### config.mk
export PLATFORM = sky130hd
export DESIGN_NAME = reg_chain_seq
export DESIGN_NICKNAME = d
export VERILOG_FILES = /design/src/rtl/reg_chain_seq_pkg.sv /design/src/rtl/reg_chain_tick.sv /design/src/rtl/reg_chain_seq.sv
export SDC_FILE = /design/constraint.sdc
export NUM_CORES = 1
export LEC_CHECK = 0
export BUFFER_PORTS_ARGS = -buffer_cell sky130_fd_sc_hd__buf_2
export CAP_MARGIN = 10
export CELL_PAD_IN_SITES_DETAIL_PLACEMENT = 0
export CELL_PAD_IN_SITES_GLOBAL_PLACEMENT = 1
export CORE_MARGIN = 1
export CORE_UTILIZATION = 37
export CTS_BUF_LIST = sky130_fd_sc_hd__clkbuf_8
export DETAILED_ROUTE_END_ITERATION = 7
export GPL_TIMING_DRIVEN = 1
export PLACE_DENSITY = 0.89
export RECOVER_POWER = 25
export SETUP_SLACK_MARGIN = 0.02
export SYNTH_ARGS = -nofsm -noshare
export SYNTH_HDL_FRONTEND = slang
export SYNTH_SLANG_ARGS = --single-unit
### constraint.sdc
create_clock -name clk -period 3.6 [get_ports clk]
set_input_delay 0.36 -clock clk [delete_from_list [all_inputs] [get_ports clk]]
set_output_delay 0.36 -clock clk [all_outputs]
set_load 0.02 [all_outputs]
### src/rtl/reg_chain_seq_pkg.sv
// -----------------------------------------------------------------------------
// reg_chain_seq_pkg
// Shared definitions for the register-chain sequencer and its datapath:
//   - FSM state encoding (3 bits)
//   - LED bus field positions
//   - default chain geometry and shift spacing
// -----------------------------------------------------------------------------
package reg_chain_seq_pkg;

    typedef enum logic [2:0] {
        ST_IDLE  = 3'd0,
        ST_LOAD  = 3'd1,
        ST_WAIT  = 3'd2,
        ST_SHIFT = 3'd3,
        ST_DONE  = 3'd4
    } state_e;

    localparam int DEF_WIDTH    = 8;
    localparam int DEF_DEPTH    = 8;
    localparam int DEF_TICK_DIV = 4;

    // led = {busy, done_sticky, shift_cnt[5:0], rd_q[7:0]}
    localparam int LED_BUSY_BIT   = 15;
    localparam int LED_STICKY_BIT = 14;
    localparam int LED_CNT_LSB    = 8;
    localparam int LED_CNT_W      = 6;
    localparam int LED_RD_LSB     = 0;
    localparam int LED_RD_W       = 8;

endpackage

### src/rtl/reg_chain_tick.sv
// -----------------------------------------------------------------------------
// reg_chain_tick
// Prescaler that spaces the chain shift pulses. Counts while enabled and
// raises tick during the last cycle of a TICK_DIV-1 cycle wait window.
// Ports:
//   clk   in  system clock
//   reset in  synchronous active-high reset
//   clear in  restart the wait window (asserted in LOAD and SHIFT)
//   en    in  count enable (asserted in WAIT)
//   tick  out high in the final wait cycle
// -----------------------------------------------------------------------------
module reg_chain_tick
    import reg_chain_seq_pkg::*;
#(
    parameter int TICK_DIV = DEF_TICK_DIV
) (
    input  logic clk,
    input  logic reset,
    input  logic clear,
    input  logic en,
    output logic tick
);

    localparam int CW   = (TICK_DIV > 1) ? $clog2(TICK_DIV) : 1;
    // The window is TICK_DIV-1 cycles long, counted 0..TICK_DIV-2.
    localparam int LAST = (TICK_DIV > 1) ? (TICK_DIV - 2) : 0;

    logic [CW-1:0] cnt_q;
    logic [CW-1:0] cnt_d;

    // Next count: clear wins over enable.
    always_comb begin
        cnt_d = cnt_q;
        if (clear) begin
            cnt_d = {CW{1'b0}};
        end else if (en) begin
            cnt_d = cnt_q + CW'(1);
        end else begin
            cnt_d = cnt_q;
        end
    end

    // Count register.
    always_ff @(posedge clk) begin
        if (reset) begin
            cnt_q <= {CW{1'b0}};
        end else begin
            cnt_q <= cnt_d;
        end
    end

    assign tick = en && (cnt_q == CW'(LAST));

endmodule

### src/rtl/reg_chain_seq.sv
// -----------------------------------------------------------------------------
// reg_chain_seq
// Sequencer for the register-chain datapath: loads a seed into stage r0,
// then issues DEPTH-1 spaced shift pulses so the seed reaches r(DEPTH-1).
// Also selects a stage for readback and drives the LED status bus.
// Build option:
//   REG_CHAIN_STEP_EN  shifts advance on the step input instead of the
//                      TICK_DIV prescaler (step ignored when undefined).
// Ports:
//   clk, reset     clock and synchronous active-high reset
//   start          run request, only honoured in IDLE
//   step           manual shift advance (REG_CHAIN_STEP_EN builds)
//   init_num       seed, captured when start is accepted
//   switch         readback stage select (clamped to DEPTH-1)
//   chain_load     1-cycle pulse: chain writes chain_din into r0
//   chain_din      seed presented to r0
//   chain_shift    1-cycle pulse: every stage shifts up by one
//   chain_rd_sel   readback stage index
//   chain_rd_data  value of the selected stage
//   busy           high from LOAD through DONE
//   done           1-cycle pulse at the end of a run
//   led            {busy, done_sticky, shift_cnt[5:0], rd_q[7:0]}
// All outputs come straight from flops; each pulse register is loaded from
// the next state so it lines up with the state it belongs to.
// -----------------------------------------------------------------------------
module reg_chain_seq
    import reg_chain_seq_pkg::*;
#(
    parameter int WIDTH    = DEF_WIDTH,
    parameter int DEPTH    = DEF_DEPTH,
    parameter int TICK_DIV = DEF_TICK_DIV
) (
    input  logic                       clk,
    input  logic                       reset,
    input  logic                       start,
    input  logic                       step,
    input  logic [WIDTH-1:0]           init_num,
    input  logic [7:0]                 switch,
    output logic                       chain_load,
    output logic [WIDTH-1:0]           chain_din,
    output logic                       chain_shift,
    output logic [$clog2(DEPTH)-1:0]   chain_rd_sel,
    input  logic [WIDTH-1:0]           chain_rd_data,
    output logic                       busy,
    output logic                       done,
    output logic [15:0]                led
);

    localparam int SW = $clog2(DEPTH);

`ifdef REG_CHAIN_STEP_EN
    localparam bit NO_WAIT = 1'b0;
`else
    // With a one-cycle spacing there is no wait window at all.
    localparam bit NO_WAIT = (TICK_DIV == 1);
`endif

    state_e           state_q,  state_d;
    logic [SW-1:0]    shift_cnt_q, shift_cnt_d;
    logic [WIDTH-1:0] din_q,    din_d;
    logic             load_q,   load_d;
    logic             shift_q,  shift_d;
    logic             busy_q,   busy_d;
    logic             done_q,   done_d;
    logic             sticky_q, sticky_d;
    logic [SW-1:0]    rd_sel_q, rd_sel_d;
    logic [WIDTH-1:0] rd_q,     rd_d;
    logic             tick_s;
    logic [15:0]      led_s;

    reg_chain_tick #(
        .TICK_DIV (TICK_DIV)
    ) u_tick (
        .clk   (clk),
        .reset (reset),
        .clear ((state_q == ST_LOAD) || (state_q == ST_SHIFT)),
        .en    (state_q == ST_WAIT),
        .tick  (tick_s)
    );

`ifdef REG_CHAIN_STEP_EN
    logic unused_tick_s;
    assign unused_tick_s = tick_s;
`else
    logic unused_step_s;
    assign unused_step_s = step;
`endif

    // FSM next-state logic.
    always_comb begin
        state_d = state_q;
        case (state_q)
            ST_IDLE: begin
                if (start) begin
                    state_d = ST_LOAD;
                end else begin
                    state_d = ST_IDLE;
                end
            end
            ST_LOAD: begin
                state_d = NO_WAIT ? ST_SHIFT : ST_WAIT;
            end
            ST_WAIT: begin
`ifdef REG_CHAIN_STEP_EN
                if (step) begin
`else
                if (tick_s) begin
`endif
                    state_d = ST_SHIFT;
                end else begin
                    state_d = ST_WAIT;
                end
            end
            ST_SHIFT: begin
                // shift_cnt_q already includes the shift issued this cycle.
                if (shift_cnt_q == SW'(DEPTH - 1)) begin
                    state_d = ST_DONE;
                end else if (NO_WAIT) begin
                    state_d = ST_SHIFT;
                end else begin
                    state_d = ST_WAIT;
                end
            end
            ST_DONE: begin
                state_d = ST_IDLE;
            end
            default: begin
                state_d = ST_IDLE;
            end
        endcase
    end

    // Output, counter and readback next values derived from the next state.
    always_comb begin
        load_d  = (state_d == ST_LOAD);
        shift_d = (state_d == ST_SHIFT);
        done_d  = (state_d == ST_DONE);
        busy_d  = (state_d != ST_IDLE);
        rd_d    = chain_rd_data;

        if (state_d == ST_LOAD) begin
            din_d       = init_num;
            shift_cnt_d = {SW{1'b0}};
            sticky_d    = 1'b0;
        end else if (state_d == ST_SHIFT) begin
            din_d       = din_q;
            shift_cnt_d = shift_cnt_q + SW'(1);
            sticky_d    = sticky_q;
        end else if (state_d == ST_DONE) begin
            din_d       = din_q;
            shift_cnt_d = shift_cnt_q;
            sticky_d    = 1'b1;
        end else begin
            din_d       = din_q;
            shift_cnt_d = shift_cnt_q;
            sticky_d    = sticky_q;
        end

        if (switch < 8'(DEPTH)) begin
            rd_sel_d = switch[SW-1:0];
        end else begin
            rd_sel_d = SW'(DEPTH - 1);
        end
    end

    // State and output registers; the readback select keeps tracking the
    // switches even while reset is held.
    always_ff @(posedge clk) begin
        if (reset) begin
            state_q     <= ST_IDLE;
            shift_cnt_q <= {SW{1'b0}};
            din_q       <= {WIDTH{1'b0}};
            load_q      <= 1'b0;
            shift_q     <= 1'b0;
            busy_q      <= 1'b0;
            done_q      <= 1'b0;
            sticky_q    <= 1'b0;
            rd_q        <= {WIDTH{1'b0}};
            rd_sel_q    <= rd_sel_d;
        end else begin
            state_q     <= state_d;
            shift_cnt_q <= shift_cnt_d;
            din_q       <= din_d;
            load_q      <= load_d;
            shift_q     <= shift_d;
            busy_q      <= busy_d;
            done_q      <= done_d;
            sticky_q    <= sticky_d;
            rd_q        <= rd_d;
            rd_sel_q    <= rd_sel_d;
        end
    end

    // LED bus assembly from registered fields.
    always_comb begin
        led_s                                = 16'h0000;
        led_s[LED_BUSY_BIT]                  = busy_q;
        led_s[LED_STICKY_BIT]                = sticky_q;
        led_s[LED_CNT_LSB +: LED_CNT_W]      = LED_CNT_W'(shift_cnt_q);
        led_s[LED_RD_LSB +: LED_RD_W]        = LED_RD_W'(rd_q);
    end

    assign chain_load   = load_q;
    assign chain_din    = din_q;
    assign chain_shift  = shift_q;
    assign chain_rd_sel = rd_sel_q;
    assign busy         = busy_q;
    assign done         = done_q;
    assign led          = led_s;

endmodule

==> impl_metrics.json, run 1 <==
{
  "place.gp.congestion": 0.745,
  "synthesis.area_mm2": 0.00115,
  "cts_setup_buffers": 0,
  "max_freq_mhz": 572,
  "drive_above_1_share_pct": 39.1,
  "hold_path_class": "primary input to register",
  "power_switching_uw": 165,
  "root_buffer": "clkbuf_8",
  "multiInputGateArea_um2": 427,
  "p_clk_share_pct": 37.9,
  "vias": 865,
  "ys_warn_count": 0,
  "crit_type": "register to register",
  "final_common_cell": "buf_2",
  "violations": "DRC",
  "fp.dieW_um": 57.8,
  "hold_viol": 0,
  "worstPathMaxFanout": 12,
  "vdd_drop_max_v": 0.000243,
  "grt_max_degree": 18,
  "area_growth_pct": 27.8,
  "relSlewSlack_pct": 39.7,
  "start_kind": "register",
  "setup_viol": 0,
  "r2r_cells": 3,
  "io_buffers": 54,
  "layout.nets": 182,
  "p_sw_share_pct": 22.4,
  "final_area_mm2": 0.00147,
  "place_area_mm2": 0.00138,
  "grt_pass1_wl_um": 3210,
  "num_rows": 19,
  "grtUsageTotal_pct": 13.4,
  "synth_seq_cells": 32,
  "first_pass_iters": 6,
  "pwr_density_cell_mw_per_mm2": 502,
  "drtAntennaViolNets": 0,
  "cts_resized": 0,
  "clk_latency_ns": 0.27,
  "hpwl_um": 1470,
  "die_h_um": 57.8,
  "clockBufferDepth": 2,
  "n_antenna_cell": 0,
  "final-seq-area_um2": 641,
  "pwr-share-seq_pct": 51.4,
  "cp-end-kind": "register",
  "ys_seq_area_share_pct": 55.7,
  "cts_tree": "yes",
  "synthCells": 99,
  "leakagePower_uw": 0.000682,
  "cp.required_ns": 3.81,
  "cts.sinks": 32,
  "intPower_uw": 574,
  "die-area_mm2": 0.00334,
  "first_global_vias": 771,
  "hold_buffers": 0,
  "crit_arrival_ns": 1.96,
  "cts_made_buffers": 5,
  "worstHoldPathCells": 2,
  "skew_ns": 0.00243,
  "avgSynthCellArea_um2": 11.6,
  "io_pins": 59,
  "combPwrFrac_pct": 10.7,
  "worst_pin_slew_ns": 0.900,
  "tns_ns": 0,
  "clkSlewWorstSetupHoldPaths_ns": 0.06,
  "start_util_pct": 40.4,
  "finalMaxSlewViolations": 0,
  "fill_cells": 279,
  "drc": 5,
  "fin_crit_ns": 1.75,
  "maxCapViolCount": 0,
  "wl_per_cell_um": 11.1,
  "synth_cell_types": 29,
  "period_share_pct": 48.6,
  "drt_iter0_drc": 19,
  "status": "complete, but fails checks",
  "core_area_mm2": 0.00285,
  "antenna_found_initial": 0,
  "cts_max_level": 2,
  "vias_per_cell": 4.75,
  "drt_wl_total_um": 2030,
  "overflow": 0,
  "rsz0062_at_grt": "false",
  "mostFrequentLayoutCells": "buf_2, dfxtp_1, nor2b_1"
}
[path summary, 6_finish.rpt]
check / start / endpoint / slack [ns]
worst max-delay path: state_q[2] / chain_din[1] / 1.85
worst min-delay path: switch[1] / chain_rd_sel[1] / 0.27
worst max register to register: state_q[2] / chain_din[1] / 1.85
worst min register to register: sticky_q / sticky_q / 0.46
[synthesized netlist by cell type, drive strengths merged]
| master | n | area (µm²) |
|---|---|---|
| dfxtp | 32 | 641 |
| nor2b | 11 | 68.8 |
| buf | 10 | 80.1 |
| a22o | 8 | 70.1 |
| nor3 | 5 | 25.0 |
| ha | 3 | 37.5 |
| nor2 | 3 | 13.8 |
| o21ai | 3 | 15.0 |
| or3 | 3 | 18.8 |
| a21oi | 2 | 10.0 |
| inv | 2 | 7.51 |
| mux2i | 2 | 20.0 |
| nand3 | 2 | 10.0 |
| a2111oi | 1 | 27.5 |
| a31oi | 1 | 6.26 |
| and2 | 1 | 6.26 |
| and4bb | 1 | 12.5 |
| clkbuf | 1 | 3.75 |
| conb | 1 | 3.75 |
| nand2 | 1 | 3.75 |
| nand2b | 1 | 13.8 |
| nand3b | 1 | 7.51 |
| nor4 | 1 | 21.3 |
| o21a | 1 | 7.51 |
| or4 | 1 | 11.3 |
| xor2 | 1 | 8.76 |
[through the flow]
stage | utilization [%] | setup slack, ns | std cells | hold slack, ns | total power [µW]
4_1_cts | 51.9 | 1.80 | 182 | 0.264 | 752
3_3_place_gp | 48.5 | 1.88 | 175 | 0.445 | 466
2_1_floorplan | - | 2.31 | 101 | 0.442 | 443
5_1_grt | 51.6 | 1.66 | 182 | 0.263 | 774
3_5_place_dp | 48.5 | 1.84 | 175 | 0.452 | 468
6_report | 51.6 | 1.85 | 182 | 0.275 | 739
[power by group through the flow]
| stage | registers (µW) | clock network (µW) | logic (µW) |
|---|---|---|---|
| after floorplan | 401 | 0 | 42.1 |
| after global placement | 387 | 0 | 78.9 |
| after detailed placement | 387 | 0 | 80.6 |
| after CTS | 380 | 291 | 80.8 |
| after global routing | 382 | 307 | 85.7 |
| final | 380 | 280 | 78.8 |
[kinds of logic after synthesis]
| logic type | Yosys count | synth area share (%) |
|---|---|---|
| muxes | 2 | 1.74 |
| AOI/OAI and AO/OA | 16 | 11.8 |
| and+or+nand+nor | 31 | 18.5 |
| other | 1 | 0.326 |
| xor gates and xnor gates | 1 | 0.761 |
| buffers and inverters | 13 | 7.93 |
| DFF | 32 | 55.7 |
| adders and majority gates | 3 | 3.26 |
[state kept, by name, indices dropped and copies added, names as in the netlist]
name          count
u_tick.cnt_q      2
busy              1
chain_load        1
chain_din         8
chain_shift       1
state_q           3
rd_q              8
done              1
sticky_q          1
shift_cnt_q       3
chain_rd_sel      3
[critical path, cell delays in order, from the launching register on]
cell     delay (ns)
dfxtp_1        0.61
nor2_2         0.11
a31oi_1        0.71
a22o_1         0.26
[layer usage]
layer	up-vias	track usage, %	routed length, µm
li1	433	-	-
met1	391	14.5	836
met2	39	20.3	978
met3	2	5.13	169
met4	0	12.2	40
met5	-	0	0
[cell type report]
type / instances / area share (%)
multi-input cells: 56 / 29.0
flip-flops and latches: 32 / 43.5
inverters: 2 / 0.510
repair buffers: 54 / 17.8
well taps: 31 / 2.64
clock buffers: 7 / 6.55
Note: power is estimated with default switching activity, not from simulation.
==> run 2: changes to the inputs <==
- CORE_UTILIZATION: 37 -> 31
- PLACE_DENSITY: 0.89 -> 0.8
- clock period: 3.6 -> 1.45 ns (I/O delays scaled with it)
==> impl_metrics.json, run 2 (same netlist as run 1, synthesis figures left out) <==
{
  "status": "finished clean",
  "maxCapViolCount": 0,
  "leakagePower_uw": 0.000692,
  "clk_latency_ns": 0.28,
  "die-area_mm2": 0.00396,
  "cts.sinks": 32,
  "p_sw_share_pct": 24.5,
  "start_util_pct": 33.4,
  "reg2reg_setup_slack_ns": 0.15,
  "grtUsageMet2_pct": 21.0,
  "worst_pin_slew_ns": 0.858,
  "finalMaxSlewViolations": 0,
  "io_pins": 59,
  "start_kind": "register",
  "wl_per_cell_um": 11.2,
  "pwr-share-seq_pct": 51.6,
  "max_freq_mhz": 769,
  "first_pass_iters": 2,
  "drive_above_1_share_pct": 39.6,
  "drtAntennaViolNets": 0,
  "rsz0062_at_grt": "false",
  "core_area_mm2": 0.00344,
  "num_rows": 21,
  "cts_setup_buffers": 0,
  "vdd_drop_max_v": 0.000631,
  "hold_path_class": "primary input to register",
  "crit_type": "register to register",
  "cp-end-kind": "register",
  "r2r_cells": 3,
  "hp-start": "switch[1]",
  "crit_start": "state_q[0]",
  "die_h_um": 62.9,
  "hold_viol": 0,
  "skew_ns": 0.00331,
  "period_share_pct": 89.7,
  "cp.required_ns": 1.63,
  "cts_max_level": 2,
  "io_buffers": 54,
  "setup_viol": 0,
  "crit_arrival_ns": 1.48,
  "intPower_uw": 1380,
  "grtUsageMet3_pct": 6.02,
  "cts_tree": "yes",
  "relSlewSlack_pct": 42.8,
  "vias": 867,
  "place.gp.congestion": 0.674,
  "power_switching_uw": 448,
  "whs_ns": 0.0475,
  "grtUsageTotal_pct": 13.0,
  "clockBufferDepth": 2,
  "vias_per_cell": 4.34,
  "overflow": 0,
  "fp.dieW_um": 62.9,
  "p_clk_share_pct": 37.5,
  "pwr_density_cell_mw_per_mm2": 1220,
  "rr_startpoint": "state_q[0]",
  "final_area_mm2": 0.00150,
  "grt_pass1_wl_um": 3900,
  "first_global_vias": 887,
  "grtUsageMet1_pct": 14.4,
  "drt_iter0_drc": 1,
  "drc": 0,
  "worstPathMaxFanout": 8,
  "hold_buffers": 0,
  "worstHoldPathCells": 2,
  "tns_ns": 0,
  "n_antenna_cell": 0,
  "root_buffer": "clkbuf_8",
  "power.total_uw": 1830,
  "place_area_mm2": 0.00142,
  "drt_wl_total_um": 2240,
  "layout.nets": 184,
  "antenna_found_initial": 0,
  "area_growth_pct": 30.3,
  "cts_made_buffers": 5,
  "worst_r2r_endpoint": "shift_cnt_q[0]",
  "mostFrequentLayoutCells": "buf_2, dfxtp_1, nor2b_1",
  "grt_max_degree": 18,
  "grt-busiest-layer": "met2",
  "cts_resized": 0,
  "final_common_cell": "buf_2",
  "hpwl_um": 1660,
  "min_to": "chain_rd_sel[1]",
  "clkSlewWorstSetupHoldPaths_ns": 0.06,
  "fin_crit_ns": 1.30,
  "combPwrFrac_pct": 11.0
}
run 2: per-layer routing:
layer	wire length, µm	vias up
li1	-	440
met1	961	383
met2	1060	39
met3	167	5
met4	43	0
met5	0	-
run 2: critical path, cell delays in order, from the launching register on:
cell and delay [ns]:
dfxtp_1 0.57, and4bb_1 0.32, xor2_1 0.15, and2_1 0.15
run 2: cell type report:
type	instances	area, µm²
fill	332	1940
multi-input combinational	56	427
inverter	2	7.51
clock buffer	6	82.6
tap	46	57.6
sequential	32	641
timing repair buffer	56	275
clock inverter	2	10.0
run 2: worst max path at each step:
stage	to	slack, ns
6_report	shift_cnt_q[0]	0.15
5_1_grt	shift_cnt_q[2]	0.03
4_1_cts	shift_cnt_q[0]	0.15
3_5_place_dp	shift_cnt_q[0]	0.16
3_3_place_gp	shift_cnt_q[0]	0.19
2_1_floorplan	sticky_q	0.26
run 2: power groups by stage:
stage                     Sequential [µW]  Combinational, µW  Clock (µW)
after floorplan                       996                105           0
after global placement                961                200           0
after detailed placement              962                206           0
after CTS                             943                206         722
after global routing                  949                220         770
final                                 944                201         686
run 2: per-stage QoR:
stage	setup slack [ns]	std cells	util, %
CTS	0.150	200	43.9
global route	0.0263	200	43.6
global placement	0.192	192	41.2
finish	0.150	200	43.6
floorplan	0.262	101	-
detailed placement	0.161	192	41.2
